==> config.mk <==
export PLATFORM = sky130hd
export DESIGN_NAME = regfile_bypass
export DESIGN_NICKNAME = d
export VERILOG_FILES = /design/src/rtl/regfile_bypass_pkg.sv /design/src/rtl/regfile_scoreboard.sv /design/src/rtl/regfile_bypass.sv
export SDC_FILE = /design/constraint.sdc
export NUM_CORES = 2
export LEC_CHECK = 0
export CORE_MARGIN = 3
export CORE_UTILIZATION = 56
export CTS_CLUSTER_DIAMETER = 120
export DETAILED_ROUTE_END_ITERATION = 12
export PLACE_DENSITY = 0.77
export SYNTH_ARGS = -nofsm -noshare
export SYNTH_HDL_FRONTEND = slang
export SYNTH_SLANG_ARGS = --single-unit
==> constraint.sdc <==
create_clock -name clk -period 3.1 [get_ports clk]
set_clock_uncertainty 0.1 [all_clocks]
set_input_delay 0.62 -clock clk [delete_from_list [all_inputs] [get_ports clk]]
set_output_delay 0.62 -clock clk [all_outputs]
set_load 0.01 [all_outputs]
==> src/rtl/regfile_bypass_pkg.sv <==
// Shared defaults and helpers for the pipelined register file slice.
package regfile_bypass_pkg;

  localparam int DEF_DATA_W   = 32;
  localparam int DEF_ADDR_W   = 5;
  localparam int DEF_LINK_REG = 31;

  // Index of the hardwired-zero register
  localparam int ZERO_REG = 0;

  // Base bit offset of port 'port' inside a flattened bus of 'width'-bit fields
  function automatic int portBase(input int port, input int width);
    return port * width;
  endfunction

endpackage

==> src/rtl/regfile_scoreboard.sv <==
// Pending-load scoreboard: one bit per register, set by load issue, cleared by writeback.
module regfile_scoreboard
  import regfile_bypass_pkg::*;
#(
  parameter int ADDR_W = DEF_ADDR_W,
  parameter int NUM_RD = 2
) (
  input  logic                     clk,
  input  logic                     rst,
  input  logic [NUM_RD*ADDR_W-1:0] readReg,
  input  logic                     pendSet,
  input  logic [ADDR_W-1:0]        pendReg,
  input  logic [2**ADDR_W-1:0]     clrMask,
  output logic [NUM_RD-1:0]        busy,
  output logic [2**ADDR_W-1:0]     pendMask
);

  localparam int DEPTH = 2**ADDR_W;

  logic [DEPTH-1:0] setMask;

  // One-hot set request; register 0 can never become pending
  always_comb begin
    setMask = '0;
    if (pendSet && (pendReg != ADDR_W'(ZERO_REG)))
      setMask[pendReg] = 1'b1;
  end

  // Clear first, then set, so a newer load on the same register stays outstanding
  always_ff @(posedge clk) begin
    if (rst)
      pendMask <= '0;
    else
      pendMask <= ((pendMask & ~clrMask) | setMask) & ~DEPTH'(1);
  end

  // A register written this cycle is satisfied by the bypass, so it does not stall
  genvar i;
  generate
    for (i = 0; i < NUM_RD; i++) begin : gBusy
      logic [ADDR_W-1:0] rdIdx;
      assign rdIdx   = readReg[portBase(i, ADDR_W) +: ADDR_W];
      assign busy[i] = pendMask[rdIdx] && !clrMask[rdIdx];
    end
  endgenerate

endmodule

==> src/rtl/regfile_bypass.sv <==
// Multi-port register file with write-to-read bypass, hardwired r0, link write
// path and pending-load scoreboard.
module regfile_bypass
  import regfile_bypass_pkg::*;
#(
  parameter int DATA_W   = DEF_DATA_W,
  parameter int ADDR_W   = DEF_ADDR_W,
  parameter int NUM_RD   = 2,
  parameter int LINK_REG = DEF_LINK_REG
) (
  input  logic                     clk,
  input  logic                     rst,
  input  logic [NUM_RD*ADDR_W-1:0] readReg,
  output logic [NUM_RD*DATA_W-1:0] readDat,
  output logic [NUM_RD-1:0]        busy,
  input  logic                     regWrite,
  input  logic [ADDR_W-1:0]        writeReg,
  input  logic [DATA_W-1:0]        writeData,
  input  logic                     linkWrite,
  input  logic [DATA_W-1:0]        linkData,
  input  logic                     pendSet,
  input  logic [ADDR_W-1:0]        pendReg,
  output logic [2**ADDR_W-1:0]     pendMask
);

  localparam int                DEPTH    = 2**ADDR_W;
  localparam logic [ADDR_W-1:0] LINK_IDX = ADDR_W'(LINK_REG);
  localparam logic [ADDR_W-1:0] ZERO_IDX = ADDR_W'(ZERO_REG);

  logic [DATA_W-1:0] regs [DEPTH];
  logic              linkEn;
  logic              regEn;
  logic [DEPTH-1:0]  clrMask;

  // Write arbitration: link path beats writeback when both target LINK_REG
  always_comb begin
    linkEn = linkWrite && (LINK_IDX != ZERO_IDX);
    regEn  = regWrite && (writeReg != ZERO_IDX) && !(linkEn && (writeReg == LINK_IDX));
  end

  // Registers effectively written this cycle (clears scoreboard, releases busy)
  always_comb begin
    clrMask = '0;
    if (linkEn)
      clrMask[LINK_IDX] = 1'b1;
    if (regEn)
      clrMask[writeReg] = 1'b1;
  end

  // Register array; r0 is never written so it stays zero
  always_ff @(posedge clk) begin
    if (rst) begin
      for (int r = 0; r < DEPTH; r++)
        regs[r] <= '0;
    end else begin
      if (linkEn)
        regs[LINK_IDX] <= linkData;
      if (regEn)
        regs[writeReg] <= writeData;
    end
  end

  // Read ports: zero register, then same-cycle bypass, then array
  genvar i;
  generate
    for (i = 0; i < NUM_RD; i++) begin : gRead
      logic [ADDR_W-1:0] rdIdx;
      logic [DATA_W-1:0] rdVal;
      assign rdIdx = readReg[portBase(i, ADDR_W) +: ADDR_W];
      always_comb begin
        if (rdIdx == ZERO_IDX)
          rdVal = '0;
        else if (linkEn && (rdIdx == LINK_IDX))
          rdVal = linkData;
        else if (regEn && (rdIdx == writeReg))
          rdVal = writeData;
        else
          rdVal = regs[rdIdx];
      end
      assign readDat[portBase(i, DATA_W) +: DATA_W] = rdVal;
    end
  endgenerate

  regfile_scoreboard #(
    .ADDR_W (ADDR_W),
    .NUM_RD (NUM_RD)
  ) uScoreboard (
    .clk      (clk),
    .rst      (rst),
    .readReg  (readReg),
    .pendSet  (pendSet),
    .pendReg  (pendReg),
    .clrMask  (clrMask),
    .busy     (busy),
    .pendMask (pendMask)
  );

endmodule

**After elaboration in Yosys (flattened, before gate mapping)**

Memories as Yosys holds them, arrays and structs flattened.
Index checks and enable logic that the tools add are counted.

- Memories kept: 1
- Bits of input ports: 89
- Output and inout port bits: 98
- RAM bits: 1024
- Flip-flop bits (word level): 32

- Reductions and logical operators: 20
- Muxes and demuxes: 32
- Magnitude comparators: 6
- Eq/ne operators: 5
- Bitwise operators: 5

Memory list:

| name | depth | width | read ports | clocked after memory_dff | wr ports | line | source |
|---|---|---|---|---|---|---|---|
| regs | 32 | 32 | 2 | 0 | 32 | regfile_bypass.sv:30 | `logic [DATA_W-1:0] regs [DEPTH];` |

Operators by type and width:

| cell | count |
|---|---|
| 32-bit 2-to-1 mux | 10 |
| 32-bit OR | 2 |
| 32-bit AND | 1 |
| 32-bit NOT | 1 |
| 32-bit OR reduction | 1 |
| 5-bit by 6-bit < comparator with 1-bit output, second input constant | 4 |
| 1-bit binary-select mux with 5-bit select | 4 |
| 5-bit == test, second input constant | 3 |
| 1-bit 2-to-1 mux | 15 |
| 1-bit logical AND | 12 |
| 1-bit demux with 5-bit select | 2 |
| 5-bit == test | 2 |
| 5-bit by 1-bit >= comparator with 1-bit output, second input constant | 2 |
| 5-bit zero test | 2 |
| 5-bit nonzero test | 2 |
| 5-bit 2-to-1 mux | 1 |
| 1-bit zero test | 3 |
| 1-bit OR | 1 |

**Depth between registers and ports, before layout**

- Word-level depth: 10
- Mapped depth: 10

**By module**

A second synthesis with hierarchy kept.

- Cells, all modules: 4311
- Area total of the unflattened synthesis: 57652.8 um^2

Modules (own cells, without submodules):

| module | times used | area each (um^2) | cells each |
|---|---|---|---|
| regfile_bypass | 1 | 55771.0 | 4093 |
| regfile_scoreboard | 1 | 1881.8 | 218 |

**Least setup slack after synthesis**

OpenSTA, ideal clock, no wires.

- Path kind: input to output
- Start point: in writeReg[3]
- End point: out busy[0]
- Setup slack: -14 ps
- Data arrival time: 2394 ps
- Path buffers: 3
- Cell stages on the path: 8
- Cells stage by stage: buf_2 -> or3_1 -> buf_2 -> and3_4 -> buf_6 -> mux4_2 -> a311oi_2 -> a41o_1

- Word-level cells in the longest chain between the ends: 10

RTL lines:

| what | line | source |
|---|---|---|
| start: declaration | regfile_bypass.sv:17 | `input logic [ADDR_W-1:0] writeReg,` |
| 5-bit by 6-bit < comparator with 1-bit output (implied by the code) / 5-bit by 1-bit >= comparator with 1-bit output (equally long branches) | regfile_bypass.sv:47 | `clrMask[writeReg] = 1'b1;` |
| 1-bit logical AND (implied by the code) | regfile_bypass.sv:47 |  |
| 1-bit 2-to-1 mux (implied by the code) | regfile_bypass.sv:47 |  |
| 1-bit demux with 5-bit select | regfile_bypass.sv:47 |  |
| 32-bit OR (no source line) | - |  |
| 32-bit 2-to-1 mux * | regfile_bypass.sv:46 | `if (regEn)` |
| 1-bit binary-select mux with 5-bit select * | regfile_scoreboard.sv:43 | `assign busy[i] = pendMask[rdIdx] && !clrMask[rdIdx];` |
| 1-bit 2-to-1 mux (implied by the code) * | regfile_scoreboard.sv:43 |  |
| 1-bit zero test * | regfile_scoreboard.sv:43 |  |
| 1-bit logical AND * | regfile_scoreboard.sv:43 |  |
| end: declaration | regfile_bypass.sv:15 | `output logic [NUM_RD-1:0] busy,` |

Mark *: on every way between the ends. The rest lies on a longest branch, timed or not. The select of a mux whose other input is x is not followed.

**Worst setup path after layout**

- Start point: in readReg[6]
- End point: out readDat[62]

- Word-level cells in the longest chain between the ends: 5

RTL lines:

| what | line | source |
|---|---|---|
| start: declaration | regfile_bypass.sv:13 | `input logic [NUM_RD*ADDR_W-1:0] readReg,` |
| parallel branches: the longest is 4 deep, another holds memory 32 x 32 bit | - |  |
| 32-bit 2-to-1 mux * | regfile_bypass.sv:71 | `if (rdIdx == ZERO_IDX)` |
| end: declaration | regfile_bypass.sv:14 | `output logic [NUM_RD*DATA_W-1:0] readDat,` |

Every way passes the cells marked *.

==> impl_metrics.yaml <==
synthesis:
  syn-cell-area_um2: 58100
  ys_top_cells_by_area: "edfxtp_1 53%, mux2i_1 13%, and2_1 10%"
  synth_commonest_cells: "1024 x edfxtp_1, 969 x and2_1, 765 x mux2i_1"
  syn_area_per_cell_um2: 12.7
  synth_top_area_share_pct: 53.0
  synthArstFlopShare_pct: 0
  ys_seq_elements: 1055
  synth_warnings: 0
  synth-edff-count: 1024
  synth_most_common_cell: "edfxtp_1"
  synth_cell_types: 62
  ys.flop_type: "edfxtp_1"
  seq_area_frac_synth_pct: 54.0
  netlist_instances: 4575
  yosysTopAreaCell: "edfxtp_1"
power_and_ir_drop:
  clkPwrFrac_pct: 36.7
  power_mw: 36.7
  power_frac_comb_pct: 17.2
  p_leak_nw: 28.9
  p_int_mw: 26.8
  switchingPower_mw: 9.95
  p_per_area_nw_per_um2: 489
  swShare_pct: 27.1
  peakVddDrop_mv: 0.456
  pwr-share-seq_pct: 46.1
timing:
  setup_violations: 63
  setup_ws_ps: -388
  slew_headroom_pct: 6.86
  worst_pin_slew_ps: 1390
  fin_setup_tns_ps: -13030
  fin_crit_sh_pct: 113
  slew_viol_final: 0
  grt_setup_unrepaired: "true"
  fmax_mhz: 287
  fin_crit_ps: 3490
  hold_viol_final: 0
placed_design:
  dpl.hpwl_um: 155000
  numPortBuffers: 185
  pre_cts_ws_ps: -1290
  place_inst: 6299
  globalplace.congestion: 1.00
critical_path:
  endpoint_kind: "primary output"
  worstPathArrival_ps: 2770
  worstRegToRegCells: 3
  crit_type: "in -> out"
  worst_setup_path_start_kind: "input pin"
  worstPathRequired_ps: 2380
  r2r-end: "uScoreboard.pendMask[17]"
  rrSetupSlack_ps: 2210
  r2r-start: "uScoreboard.pendMask[17]"
  path_max_fanout: 8
cells_and_area:
  drive_gt1_share_pct: 29.4
  area_growth_pct: 29.3
  seq_area_um2: 31400
  final_nets: 5293
  multi_input_area_um2: 26600
  finalNonFillerCells: 6677
  n_fill_cell: 6285
routing:
  wire_per_inst_um: 37.0
  drcViolationCount: 0
  antenna_left: 0
  route.final.wire_length_um: 247000
  routed_via_density: 7.18
  drt_iter0_drc: 8606
  num_vias: 48000
  drt_first_pass_iters: 6
global_route:
  grt_max_degree: 38
  grt_pass1_wl_um: 339000
  antenna_found_initial: 19
  grt_pass1_vias: 46900
  overflow: 0
  gr-usage-all-layers_pct: 44.6
floorplan:
  die_x_um: 328
  coreArea_um2: 102000
  die_h_um: 328
  pin_count: 187
  start_util_pct: 56.7
  rows: 117
  dieArea_um2: 108000
clock_network:
  htreeDepth: 3
  cts_tree: "yes"
  ctsLongestPathBuffers: 3
  clk_latency_ps: 720
  cts-root-buf: "clkbuf_16"
  clock-sinks: 1055
  path_clk_slew_ps: 60
  numCtsBuffers: 110
worst_hold_path:
  hold_end: "regs[0][30]"
  holdPathStages: 1
  holdCritPathClass: "in -> reg"
  hold_start: "rst"
outcome:
  outcome: "finished with violations"
  violations: "setup timing"
job:
  maxCapViolCount: 0
[through the flow]
step	hold slack (ps)	util, %	area [um2]
after floorplan	406	-	58200
final	362	73.4	75100
after detailed placement	389	65.9	67400
after global placement	376	65.9	67400
after CTS	333	72.5	74100
after global routing	342	73.4	75100
[layout make-up]
type / count / area share, %
well taps: 1368 / 2.28
clock buffers: 131 / 3.83
clock inverters: 75 / 0.978
multi-input cells: 3031 / 35.4
flip-flops and latches: 1055 / 41.8
diodes: 11 / 0.0366
inverters: 37 / 0.190
repair buffers: 969 / 15.5
[worst max-delay path by stage]
stage	from	endpoint	slack (ps)	cells past startpoint
final	readReg[6]	readDat[62]	-390	10
after global placement	readReg[5]	readDat[40]	-1250	10
after CTS	regs[31][30]	readDat[62]	-340	6
after global routing	readReg[6]	readDat[62]	-370	10
after floorplan	writeReg[3]	busy[0]	-2	8
after detailed placement	readReg[5]	readDat[40]	-1290	10
[layout by cell type (no fill, tap or decap), drive strengths merged, types with 93 or more instances in the layout]
master	count
clkdlybuf4s50	101
nand2	94
a22oi	383
edfxtp	1024
a221oi	93
nand3	137
and2	970
buf	852
mux2i	765
clkbuf	140
mux4	149
[registers in the layout, indices dropped and copies added (netlist names)]
| name | flops |
|---|---|
| regs | 1024 |
| uScoreboard.pendMask | 31 |
[power groups by stage]
stage          registers, mW  clock network [mW]  logic, mW
5_1_grt                 17.0                14.0       6.39
3_5_place_dp            17.2                   0       5.32
4_1_cts                 16.9                13.4       5.84
2_1_floorplan           17.0                   0       2.60
6_report                16.9                13.5       6.32
3_3_place_gp            17.1                   0       5.26
[cell families after synthesis]
kind of cell / count (synthesis) / share of synthesized area (%)
other: 1 / 0.00646
buffers and inverters: 522 / 3.70
xor gates and xnor gates: 10 / 0.151
AOI/OAI and AO/OA: 693 / 8.95
DFF: 1055 / 54.0
muxes: 916 / 19.0
and+or+nand+nor: 1378 / 14.2
[what timing repair did]
item / CTS / global route
resized for setup: 753 / 160
endpoints found under the hold margin: 0 / 0
setup buffers: 121 / 37
endpoints found under the setup margin: 66 / 66
pin swaps: 181 / 152
hold buffers: 0 / 0
gates cloned: 26 / 9
[worst max-delay path, stage by stage]
cell	delay, ps
buf_16	160
buf_12	130
buf_12	130
buf_4	120
mux4_2	540
mux4_2	510
nor2_1	100
a211o_1	210
o21ai_1	80
buf_2	150
[routing by layer]
| metal | track usage (%) | part of all wire, % | vias up | wire length, um |
|---|---|---|---|---|
| met4 | 34.7 | 10 | 8 | 24800 |
| li1 | - | - | 18700 | - |
| met3 | 15.5 | 16 | 1429 | 39500 |
| met5 | 0.0453 | 0.021 | - | 51 |
| met1 | 54.9 | 32 | 23000 | 79000 |
| met2 | 64.4 | 42 | 4874 | 103000 |
(Power assumes the default switching activity.)
